--- config.mk ---
export PLATFORM = sky130hd
export DESIGN_NAME = ni_param
export DESIGN_NICKNAME = d
export VERILOG_FILES = /design/src/rtl/ni_param.sv
export SDC_FILE = /design/constraint.sdc
export NUM_CORES = 1
export LEC_CHECK = 0
export ABC_AREA = 0
export CAP_MARGIN = 40
export CORE_MARGIN = 3
export CORE_UTILIZATION = 40
export CTS_BUF_LIST = sky130_fd_sc_hd__clkbuf_2 sky130_fd_sc_hd__clkbuf_4 sky130_fd_sc_hd__clkbuf_8
export CTS_CLUSTER_SIZE = 24
export DETAILED_ROUTE_END_ITERATION = 6
export PLACE_DENSITY_LB_ADDON = 0.25
export SETUP_SLACK_MARGIN = 0.3
export SLEW_MARGIN = 20
export SYNTH_ARGS = -nofsm -noshare
export SYNTH_HDL_FRONTEND = slang
export SYNTH_SLANG_ARGS = --single-unit
--- constraint.sdc ---
create_clock -name clk -period 3.3 [get_ports clk]
set_clock_uncertainty 0.2 [all_clocks]
set_input_delay 0.66 -clock clk [delete_from_list [all_inputs] [get_ports clk]]
set_output_delay 0.66 -clock clk [all_outputs]
set_load 0.1 [all_outputs]
--- src/rtl/ni_param.sv ---
// ni_param: network interface between one GPU endpoint and its leaf router port.
//
// TX path: GPU words tagged with a destination GPU ID are rewritten into routing-header
// flits (addr = id + ADDR_BASE - 1) and sent to the router. Words whose ID is outside
// 1..NUM_GPUS are consumed and counted in drop_bad_dest_cnt.
// RX path: router flits whose header equals this endpoint's address are rewritten back
// into GPU-ID-tagged words. Other flits are consumed and counted in drop_misroute_cnt.
// Each path has a FIFO_DEPTH-entry FIFO followed by a registered valid/ready output stage.
//
// Ports:
//   clk, reset                      clock, asynchronous active-high reset
//   gpu_data_in/valid_in/ready_out  GPU -> NI words
//   router_data_out/valid/ready_in  NI -> router flits
//   router_data_in/valid/ready_out  router -> NI flits
//   gpu_data_out/valid_out/ready_in NI -> GPU words
//   tx_level, rx_level              FIFO occupancy (output register not included)
//   drop_bad_dest_cnt               saturating count of invalid-destination GPU words
//   drop_misroute_cnt               saturating count of flits not addressed to GPU_ID
module ni_param #(
    parameter int unsigned GPU_ID     = 21,
    parameter int unsigned DATA_W     = 16,
    parameter int unsigned HEADER_W   = 6,
    parameter int unsigned NUM_GPUS   = 32,
    parameter int unsigned ADDR_BASE  = 4,
    parameter int unsigned FIFO_DEPTH = 8,
    parameter int unsigned CNT_W      = 8
) (
    input  logic                                clk,
    input  logic                                reset,
    input  logic [DATA_W-1:0]                   gpu_data_in,
    input  logic                                gpu_valid_in,
    output logic                                gpu_ready_out,
    output logic [DATA_W-1:0]                   router_data_out,
    output logic                                router_valid_out,
    input  logic                                router_ready_in,
    input  logic [DATA_W-1:0]                   router_data_in,
    input  logic                                router_valid_in,
    output logic                                router_ready_out,
    output logic [DATA_W-1:0]                   gpu_data_out,
    output logic                                gpu_valid_out,
    input  logic                                gpu_ready_in,
    output logic [$clog2(FIFO_DEPTH+1)-1:0]     tx_level,
    output logic [$clog2(FIFO_DEPTH+1)-1:0]     rx_level,
    output logic [CNT_W-1:0]                    drop_bad_dest_cnt,
    output logic [CNT_W-1:0]                    drop_misroute_cnt
);

    localparam int unsigned PTR_W = $clog2(FIFO_DEPTH);
    localparam int unsigned LVL_W = $clog2(FIFO_DEPTH + 1);
    localparam int unsigned PAY_W = DATA_W - HEADER_W;

    localparam logic [HEADER_W-1:0] ADDR_OFF = HEADER_W'(ADDR_BASE - 1);
    localparam logic [HEADER_W-1:0] MAX_ID   = HEADER_W'(NUM_GPUS);
    localparam logic [HEADER_W-1:0] OWN_ADDR = HEADER_W'(GPU_ID + ADDR_BASE - 1);
    localparam logic [LVL_W-1:0]    FULL_LVL = LVL_W'(FIFO_DEPTH);

    // ---------------- TX path ----------------
    logic [DATA_W-1:0]   tx_mem [FIFO_DEPTH];
    logic [PTR_W-1:0]    tx_wr_ptr, tx_rd_ptr;
    logic [HEADER_W-1:0] tx_dest, tx_hdr;
    logic [DATA_W-1:0]   tx_wdata;
    logic                tx_dest_ok, tx_accept, tx_push, tx_drop, tx_pop;

    always_comb begin
        tx_dest       = gpu_data_in[DATA_W-1 -: HEADER_W];
        tx_hdr        = tx_dest + ADDR_OFF;
        tx_wdata      = {tx_hdr, gpu_data_in[PAY_W-1:0]};
        tx_dest_ok    = (tx_dest != '0) && (tx_dest <= MAX_ID);
        gpu_ready_out = (tx_level != FULL_LVL);
        tx_accept     = gpu_valid_in && gpu_ready_out;
        tx_push       = tx_accept && tx_dest_ok;
        tx_drop       = tx_accept && !tx_dest_ok;
        // Head moves into the output stage whenever that stage is empty or draining.
        tx_pop        = (tx_level != '0) && (!router_valid_out || router_ready_in);
    end

    always_ff @(posedge clk) begin
        if (tx_push) tx_mem[tx_wr_ptr] <= tx_wdata;
    end

    always_ff @(posedge clk or posedge reset) begin
        if (reset) begin
            tx_wr_ptr         <= '0;
            tx_rd_ptr         <= '0;
            tx_level          <= '0;
            router_data_out   <= '0;
            router_valid_out  <= 1'b0;
            drop_bad_dest_cnt <= '0;
        end else begin
            if (tx_push) tx_wr_ptr <= tx_wr_ptr + 1'b1;
            if (tx_pop)  tx_rd_ptr <= tx_rd_ptr + 1'b1;
            if (tx_push && !tx_pop)      tx_level <= tx_level + 1'b1;
            else if (!tx_push && tx_pop) tx_level <= tx_level - 1'b1;
            if (tx_pop) begin
                router_data_out  <= tx_mem[tx_rd_ptr];
                router_valid_out <= 1'b1;
            end else if (router_ready_in) begin
                router_valid_out <= 1'b0;
            end
            if (tx_drop && (drop_bad_dest_cnt != '1)) begin
                drop_bad_dest_cnt <= drop_bad_dest_cnt + 1'b1;
            end
        end
    end

    // ---------------- RX path ----------------
    logic [DATA_W-1:0]   rx_mem [FIFO_DEPTH];
    logic [PTR_W-1:0]    rx_wr_ptr, rx_rd_ptr;
    logic [HEADER_W-1:0] rx_hdr, rx_id;
    logic [DATA_W-1:0]   rx_wdata;
    logic                rx_match, rx_accept, rx_push, rx_drop, rx_pop;

    always_comb begin
        rx_hdr           = router_data_in[DATA_W-1 -: HEADER_W];
        rx_id            = rx_hdr - ADDR_OFF;
        rx_wdata         = {rx_id, router_data_in[PAY_W-1:0]};
        rx_match         = (rx_hdr == OWN_ADDR);
        router_ready_out = (rx_level != FULL_LVL);
        rx_accept        = router_valid_in && router_ready_out;
        rx_push          = rx_accept && rx_match;
        rx_drop          = rx_accept && !rx_match;
        rx_pop           = (rx_level != '0) && (!gpu_valid_out || gpu_ready_in);
    end

    always_ff @(posedge clk) begin
        if (rx_push) rx_mem[rx_wr_ptr] <= rx_wdata;
    end

    always_ff @(posedge clk or posedge reset) begin
        if (reset) begin
            rx_wr_ptr         <= '0;
            rx_rd_ptr         <= '0;
            rx_level          <= '0;
            gpu_data_out      <= '0;
            gpu_valid_out     <= 1'b0;
            drop_misroute_cnt <= '0;
        end else begin
            if (rx_push) rx_wr_ptr <= rx_wr_ptr + 1'b1;
            if (rx_pop)  rx_rd_ptr <= rx_rd_ptr + 1'b1;
            if (rx_push && !rx_pop)      rx_level <= rx_level + 1'b1;
            else if (!rx_push && rx_pop) rx_level <= rx_level - 1'b1;
            if (rx_pop) begin
                gpu_data_out  <= rx_mem[rx_rd_ptr];
                gpu_valid_out <= 1'b1;
            end else if (gpu_ready_in) begin
                gpu_valid_out <= 1'b0;
            end
            if (rx_drop && (drop_misroute_cnt != '1)) begin
                drop_misroute_cnt <= drop_misroute_cnt + 1'b1;
            end
        end
    end

endmodule

---- After elaboration in Yosys (flattened, before gate mapping) ----
Memory sizes are Yosys's and may differ from the RTL's. A register that Yosys moved wholly into a read port is not among the register bits.
Cells that the tools add are included.
word-level totals
  flip-flop bits (word level) ............. 38
  bits of input ports ..................... 38
  RAM bits ................................ 256
  output and inout bits ................... 60
  logic and storage cells ................. 74
  memories ................................ 2
memory list
  name    depth  width  read ports  clocked after memory_dff  wr ports  line  source
  rx_mem  8      16     1           1                         1         107   logic [DATA_W-1:0] rx_mem [FIFO_DEPTH];
  tx_mem  8      16     1           1                         1         58    logic [DATA_W-1:0] tx_mem [FIFO_DEPTH];
operators by class
  equality and inequality tests ........... 5
  add/sub/neg operators ................... 12
  reduce and logical (&&, ||, !) cells .... 32
  $lt $le $gt $ge ......................... 1
  muxes and demuxes ....................... 12
operators by type and width
  operator                                                            count
  8-bit by 1-bit adder with 8-bit output, second input constant       2
  4-bit 2-to-1 mux                                                    4
  8-bit != test, second input constant                                2
  1-bit logical AND                                                   15
  3-bit by 1-bit adder with 3-bit output, second input constant       4
  4-bit by 1-bit adder with 4-bit output, second input constant       2
  1-bit zero test                                                     8
  1-bit 2-to-1 mux                                                    8
  4-bit != test, second input constant                                2
  2-bit nonzero test                                                  4
  4-bit nonzero test                                                  2
  4-bit by 1-bit subtractor with 4-bit output, second input constant  2
  6-bit by 2-bit adder with 6-bit output, second input constant       1
  6-bit by 5-bit == test with 1-bit output, second input constant     1
  6-bit <= comparator, second input constant                          1
  6-bit nonzero test                                                  1
  6-bit by 2-bit subtractor with 6-bit output, second input constant  1
  1-bit logical OR                                                    2

---- Depth between registers and ports, before layout ----
  depth after elaboration ................. 7
  depth in mapped cells ................... 13
  mapped depth without buffers ............ 13

---- Worst setup path after synthesis ----
No wires, ideal clock.
  path kind ............................... register to register
  start point ............................. register tx_level[0]
  end point ............................... memory tx_mem[0][0] (enable)
  data required time ...................... 2,670 ps
  stages on the path, launching flop included .. 5
  path buffers ............................ 1
  data arrival time ....................... 3,529 ps
  period minus slack after synthesis ...... 4,160 ps
  slack ................................... -860 ps
  cell sequence ........................... dfrtp_1 -> or4b_1 -> buf_2 -> nand3_2 -> nor4_1
between the ends
  cells in the longest elaborated chain, start to end .. 5
ends and longest elaborated chain
  element                                 line  source
  start, declared                         42    output logic [$clog2(FIFO_DEPTH+1)-1:0] tx_level,
  start signal, assigned                  92    if (tx_push && !tx_pop) tx_level <= tx_level + 1'b1;
  start signal, assigned                  93    else if (!tx_push && tx_pop) tx_level <= tx_level - 1'b1;
  4-bit != test                           69    gpu_ready_out = (tx_level != FULL_LVL);
  via gpu_ready_out                       32    output logic gpu_ready_out,
  1-bit logical AND                       70    tx_accept = gpu_valid_in && gpu_ready_out;
  1-bit logical AND                       71    tx_push = tx_accept && tx_dest_ok;
  1-bit 2-to-1 mux                        78    if (tx_push) tx_mem[tx_wr_ptr] <= tx_wdata;
  1-bit 2-to-1 mux (implied by the code)  78
  end, declared                           58
The timed path passes the listed nets, and every way through them passes these cells.

---- Final worst setup path ----
  start point ............................. register tx_level[0]
  end point ............................... output port gpu_ready_out
between the ends
  cells in the longest elaborated chain, start to end .. 1
ends and longest elaborated chain
  element        line
  4-bit != test  69
  end, declared  32
Every way passes these cells.

==> key figures <==
Cells and area
  • Most frequent cells in the layout: edfxtp_1, buf_4, mux4_2
  • Net count, final: 906
  • Most common cell after layout, fill and taps aside: edfxtp_1
  • Layout area overhead: 23.7%
  • Fraction of layout cells with a size suffix above 1: 34.9%
  • Non-filler instance count after layout: 1,299
  • Layout fillers: 2,548

Power
  • Power per Cell Area: 946 nW/um^2
  • VDD IR-drop max: 946 uV
  • Switching portion of total power: 40.1%
  • Overall power: 15.1 mW
  • Gate power share: 39.1%
  • Int Power: 9.04 mW
  • Seq pwr share: 36.5%
  • Leak Pwr: 5.67 nW
  • P_sw: 6.06 mW
  • Clock power share: 24.4%

Timing
  • Hold Fails Final Rpt: 0
  • Final Setup Violations: 0
  • RSZ-0062 raised after global routing: false
  • Min Clock Period, post-route: 2.92 ns
  • Slew Limit Fails: 0
  • Period Utilization, post-route: 88.5%
  • Relative slew slack: 47.1%
  • Fmax: 342 MHz
  • WHS: 0.256 ns
  • Actual slew at the worst max-slew pin: 0.793 ns

Global route
  • Largest net degree at the start of global routing: 71
  • GRT Residual Overflow: 0
  • Via count of the first global-routing pass: 7,173
  • First-pass GRT wire length: 40.2 mm
  • Initial antenna violation count: 1
  • Gr usage total: 15.3%

Clock network
  • H-tree levels: 2
  • Cts hold-fix bufs: 0
  • CTS Buf Count: 53
  • Root buffer cell: clkbuf_8
  • Clock transition at path regs: 0.07 ns
  • Post-CTS setup repair buffer count: 0
  • CTS tree: done
  • Clock Latency Late Sink: 0.58 ns
  • Clock tree buffer depth: 3
  • CTS Sinks: 326
  • CTS resizes: 0

Floorplanning
  • Total die area: 34,500 um^2
  • Chip height: 186 um
  • Number of core rows: 65
  • Core area: 31,600 um^2
  • Die W: 186 um
  • Initial core utilization: 40.8%
  • I/O pins: 98

Yosys
  • Yosys top cell by area: edfxtp_1
  • Syn Area/Cell: 18.8 um^2
  • Main synth FF type: edfxtp_1
  • Synth Register Bits: 326
  • Synthesized net count: 743
  • Cell variety after synth: 42
  • Mapped Area: 12,900 um^2
  • Area contributors post-synth: edfxtp_1, dfrtp_1, mux4_2, mux2i_1, ha_1
  • Top cell type's share of synthesized area: 59.6%
  • EDFF count, synth: 256
  • Seq/Total Area, Yosys: 73.2%
  • Cell count after synthesis: 688
  • Ys Warns: 0
  • Asr flop ratio synth: 21.5%

Setup path
  • Critical path class: flip-flop to primary output
  • R2r endpoint: tx_level[3]$_DFFE_PP0P_
  • Worst path required time: 2.44 ns
  • Reg2reg start: tx_level[0]$_DFFE_PP0P_
  • Reg2Reg Setup Slack: 0.49 ns
  • Worst setup EP type: primary output
  • Max FO, Critical Path: 6
  • FF-to-FF path depth: 10
  • Crit path DAT: 2.06 ns
  • Crit start category: flip-flop

Drt
  • Via/cell ratio: 5.10
  • DR iter-0 viols: 321
  • Avg WL per Cell: 19.9 um
  • Remaining antenna violation count: 0
  • Total number of vias: 6,631
  • Pre-antenna DRT Iters: 4
  • Final wirelength: 25.9 mm
  • # DRC: 0

Run status
  • Status: complete, no violations

Place
  • Placed cells: 1,198
  • GP Congestion: 0.816
  • Detailed placement HPWL: 15.3 mm
  • Port Buffer Count: 97

Worst hold path
  • Hold Crit Class: input port to async pin

Flow run
  • Max_cap viols: 0
==> area by class of cell <==
cell class	count	area (um^2)	area share, %
inverter	17	71.3	0.447
clock buffer	79	956	5.99
sequential	326	9450	59.2
clock inverter	21	199	1.25
antenna	1	2.50	0.0157
multi-input combinational	318	3450	21.6
tap	402	503	3.15
timing repair buffer	135	1330	8.34
==> sequential cells by signal, indices dropped and copies added, names as in the netlist <==
name / cells
drop_bad_dest_cnt: 8
gpu_data_out: 16
rx_rd_ptr: 3
router_data_out: 16
rx_level: 4
tx_rd_ptr: 3
tx_wr_ptr: 3
tx_level: 4
drop_misroute_cnt: 8
rx_mem: 128
tx_mem: 128
rx_wr_ptr: 3
router_valid_out: 1
gpu_valid_out: 1
==> layer usage <==
metal | vias up | routed length (um) | track usage, % | part of all wire [%]
met1 | 3398 | 10800 | 19.9 | 42
met2 | 150 | 13200 | 26.1 | 51
met5 | - | 20 | 0 | 0.077
li1 | 3046 | - | - | -
met3 | 35 | 1490 | 3.83 | 5.7
met4 | 2 | 384 | 3.87 | 1.5
==> synthesized netlist by cell type, types with 2 or more instances <==
cell,n
ha_1,15
inv_1,17
o21ai_0,5
xor2_1,18
nor4b_4,2
nand2b_1,7
buf_1,2
nor4_1,5
nand2_1,12
a21oi_1,37
nor2_1,50
xnor2_1,15
buf_2,11
mux2i_1,34
mux2_2,8
nor3b_1,2
mux4_2,64
fa_1,2
nand3_1,6
dfrtp_1,70
nor3_1,12
edfxtp_1,256
nand4_1,4
a21o_1,2
clkbuf_1,14
mux2_1,2
==> worst max-delay path, cell delays in order, from the launching register on <==
cell	delay, ns
dfrtp_2	0.46
or4b_1	0.72
buf_4	0.31
==> kinds of logic (layout without fill, tap and decap cells) <==
| logic type | Yosys count | in the layout | synth area share (%) |
|---|---|---|---|
| adders and majority gates | 17 | 17 | 1.76 |
| AOI/OAI and AO/OA | 48 | 48 | 2.04 |
| buffers and inverters | 44 | 252 | 1.39 |
| muxes | 108 | 108 | 14.7 |
| and+or+nand+nor | 111 | 111 | 4.62 |
| DFF | 326 | 326 | 73.2 |
| xor gates and xnor gates | 34 | 34 | 2.37 |
| other | 0 | 1 | 0 |
==> stage by stage <==
stage	instance area (um^2)	setup WS (ns)	setup TNS [ns]	util [%]
CTS	16000	0.341	0	50.5
finish	16000	0.380	0	50.5
floorplan	13100	0.134	0	-
global placement	14800	0.00922	0	46.8
global route	16000	0.304	0	50.5
detailed placement	14800	-0.123	-0.810	46.8
==> power by group through the flow <==
stage	logic, mW	registers (mW)	clock network (mW)
final	5.90	5.51	3.69
after global routing	6.23	5.58	4.03
after CTS	5.99	5.51	3.81
after detailed placement	5.98	5.59	0
after global placement	5.88	5.56	0
after floorplan	2.39	7.74	0
==> worst max path at each step <==
stage / start / endpoint / slack (ns)
floorplan: gpu_data_in[10] / tx_mem[0][0]$_DFFE_PP_ / 0.13
finish: tx_level[0]$_DFFE_PP0P_ / gpu_ready_out / 0.38
global route: tx_level[0]$_DFFE_PP0P_ / gpu_ready_out / 0.30
global placement: gpu_data_in[10] / tx_level[3]$_DFFE_PP0P_ / 0.009
detailed placement: gpu_data_in[10] / tx_level[3]$_DFFE_PP0P_ / -0.12
CTS: tx_level[0]$_DFFE_PP0P_ / gpu_ready_out / 0.34
(Power assumes the default switching activity.)
==> variant, RTL diff (same flow settings) <==
Reset style: synchronous (`reset`), changed in 2 clocked blocks. Comments in the files are not updated.
--- a/src/rtl/ni_param.sv
+++ b/src/rtl/ni_param.sv
@@ -79,5 +79,5 @@
     end
 
-    always_ff @(posedge clk or posedge reset) begin
+    always_ff @(posedge clk) begin
         if (reset) begin
             tx_wr_ptr         <= '0;
@@ -127,5 +127,5 @@
     end
 
-    always_ff @(posedge clk or posedge reset) begin
+    always_ff @(posedge clk) begin
         if (reset) begin
             rx_wr_ptr         <= '0;
Formal check against the unedited RTL: differs if reset is asserted again (counterexample within 4 cycles, from zero or initial values and one cycle with reset high); with reset held inactive, the same outputs for 4 cycles.
==> variant against the original RTL <==
- worst hold slack better by 0.041 ns
- count of clock-buffer cells in the layout increased by 4
- register-to-register slack gained 0.14 ns
- setup slack worse by 0.015 ns
- area after synthesis fell by 1.2%
- cell area is 0.54% lower
- non-clock buffer count grew 22
- wire length shrank 3.1%
- sequential cell count is the same
- core utilization rose by 0.78 points
- power shrank 11%
==> variant: results (changes against the original RTL) <==
Leakage: 0.005344 µW (was 0.005672 µW)
Ranking of synthesized cells by area: edfxtp_1 (60%), mux4_2 (11%), dfxtp_1 (11%) (was edfxtp_1 (60%), dfrtp_1 (14%), mux4_2 (11%))
FF-to-FF Start: rx_level[0] (was tx_level[0])
Worst VDD drop: 0.001019 V (was 0.0009459 V)
Via density: 5.073 (was 5.105)
Status: completed (unchanged)
Final wirelength: 25070 µm (was 25890 µm)
Starting DRC count in detailed routing: 297 (was 321)
Crit. Startpoint: router_data_in[10] (was tx_level[0])
Final #Nets: 964 (was 906)
Post-synth top cells: edfxtp_1 (256), nor2_1 (76), dfxtp_1 (70) (was edfxtp_1 (256), dfrtp_1 (70), mux4_2 (64))
Crit-path max cell delay: 0.47 ns (was 0.72 ns)
Reg2reg setup slack: 0.63 ns (was 0.49 ns)
Met3 usage: 2.862% (was 3.830%)
RePlAce Congestion: 0.7306 (was 0.8155)
Slowest cell on the critical path: clkdlybuf4s50_1 (was or4b_1)
Hpwl dp: 15320 µm (was 15290 µm)
Vias in the first global route: 7089 (was 7173)
Unique masters post-synth: 39 (was 42)
Post-route met1 wirelength: 10990 µm (was 10820 µm)
Layout cells sized above 1: 33.12% (was 34.93%)
GRT Overall Usage: 15.09% (was 15.31%)
Pin count of the biggest net entering global routing: 42 (was 71)
Fillers: 2571 (was 2548)
RR Endpoint: rx_level[3] (was tx_level[3])
DP Area: 14740 µm² (was 14810 µm²)
Met2 usage: 26.09% (was 26.11%)
WS Path Type: in -> reg (was reg -> out)
Met2 Wirelength: 12820 µm (was 13170 µm)
Inserted Diodes: 0 (was 1)
DR top layer: met4 (was met5)
Met3 WL: 893 µm (was 1488 µm)
HP Class: reg -> reg (was in -> async)
Synth Net Count: 788 (was 743)
Reg2Reg Depth: 10 (unchanged)
Initial antenna violation count: 0 (was 1)
Post-synth ARST share: 0% (was 21.47%)
Sequential-to-total area share from yosys stat: 71.27% (was 73.15%)
Met1 Use GR: 19.71% (was 19.87%)
## variant: worst min-delay path by stage
stage	startpoint	end	slack, ns	cells after the start
CTS	router_data_out[6]	router_data_out[6]	0.30	2
finish	router_data_out[1]	router_data_out[1]	0.30	2
detailed placement	router_valid_out	router_valid_out	0.29	2
global route	router_data_out[8]	router_data_out[8]	0.32	2
global placement	gpu_data_out[11]	gpu_data_out[11]	0.29	2
floorplan	rx_wr_ptr[2]	rx_wr_ptr[2]	0.29	2
## variant: what timing repair did
action | 4_1_cts | 5_1_grt
gates resized for setup | 0 | 2
setup endpoints to repair | 0 | 1
buffers inserted | 0 | 0
## variant: cells by family (layout without fill, tap and decap cells)
kind of cell               count (synthesis)  count (layout)  share of synthesized area [%]
and+or+nand+nor                          149             149                          5.730
DFF                                      326             326                          71.27
AOI/OAI and AO/OA                         57              57                          3.012
adders and majority gates                 17              17                          1.786
xor gates and xnor gates                  34              34                          2.394
buffers and inverters                     48             269                          1.511
muxes                                    102             102                          14.30
## variant: cell type report
cell class / instances / area (µm²) / share of cell area, %
clock buffers: 83 / 967.2 / 6.090
flip-flops and latches: 326 / 9111 / 57.37
well taps: 396 / 495.5 / 3.120
inverters: 12 / 55.05 / 0.3466
clock inverters: 17 / 170.2 / 1.071
multi-input cells: 359 / 3626 / 22.83
repair buffers: 157 / 1456 / 9.170
## variant: stage by stage
stage               instances  setup WS, ns
floorplan                 733       0.01727
global placement         1250       -0.1680
detailed placement       1250       -0.2283
CTS                      1350        0.3947
global route             1350        0.3137
finish                   1350        0.3654
## variant: power breakdown
part | internal (µW) | leakage [µW] | switching, µW
registers | 4790 | 0.00289 | 310
clock network | 2110 | 0.000606 | 1540
logic | 1560 | 0.00185 | 3190
total | 8460 | 0.00534 | 5040
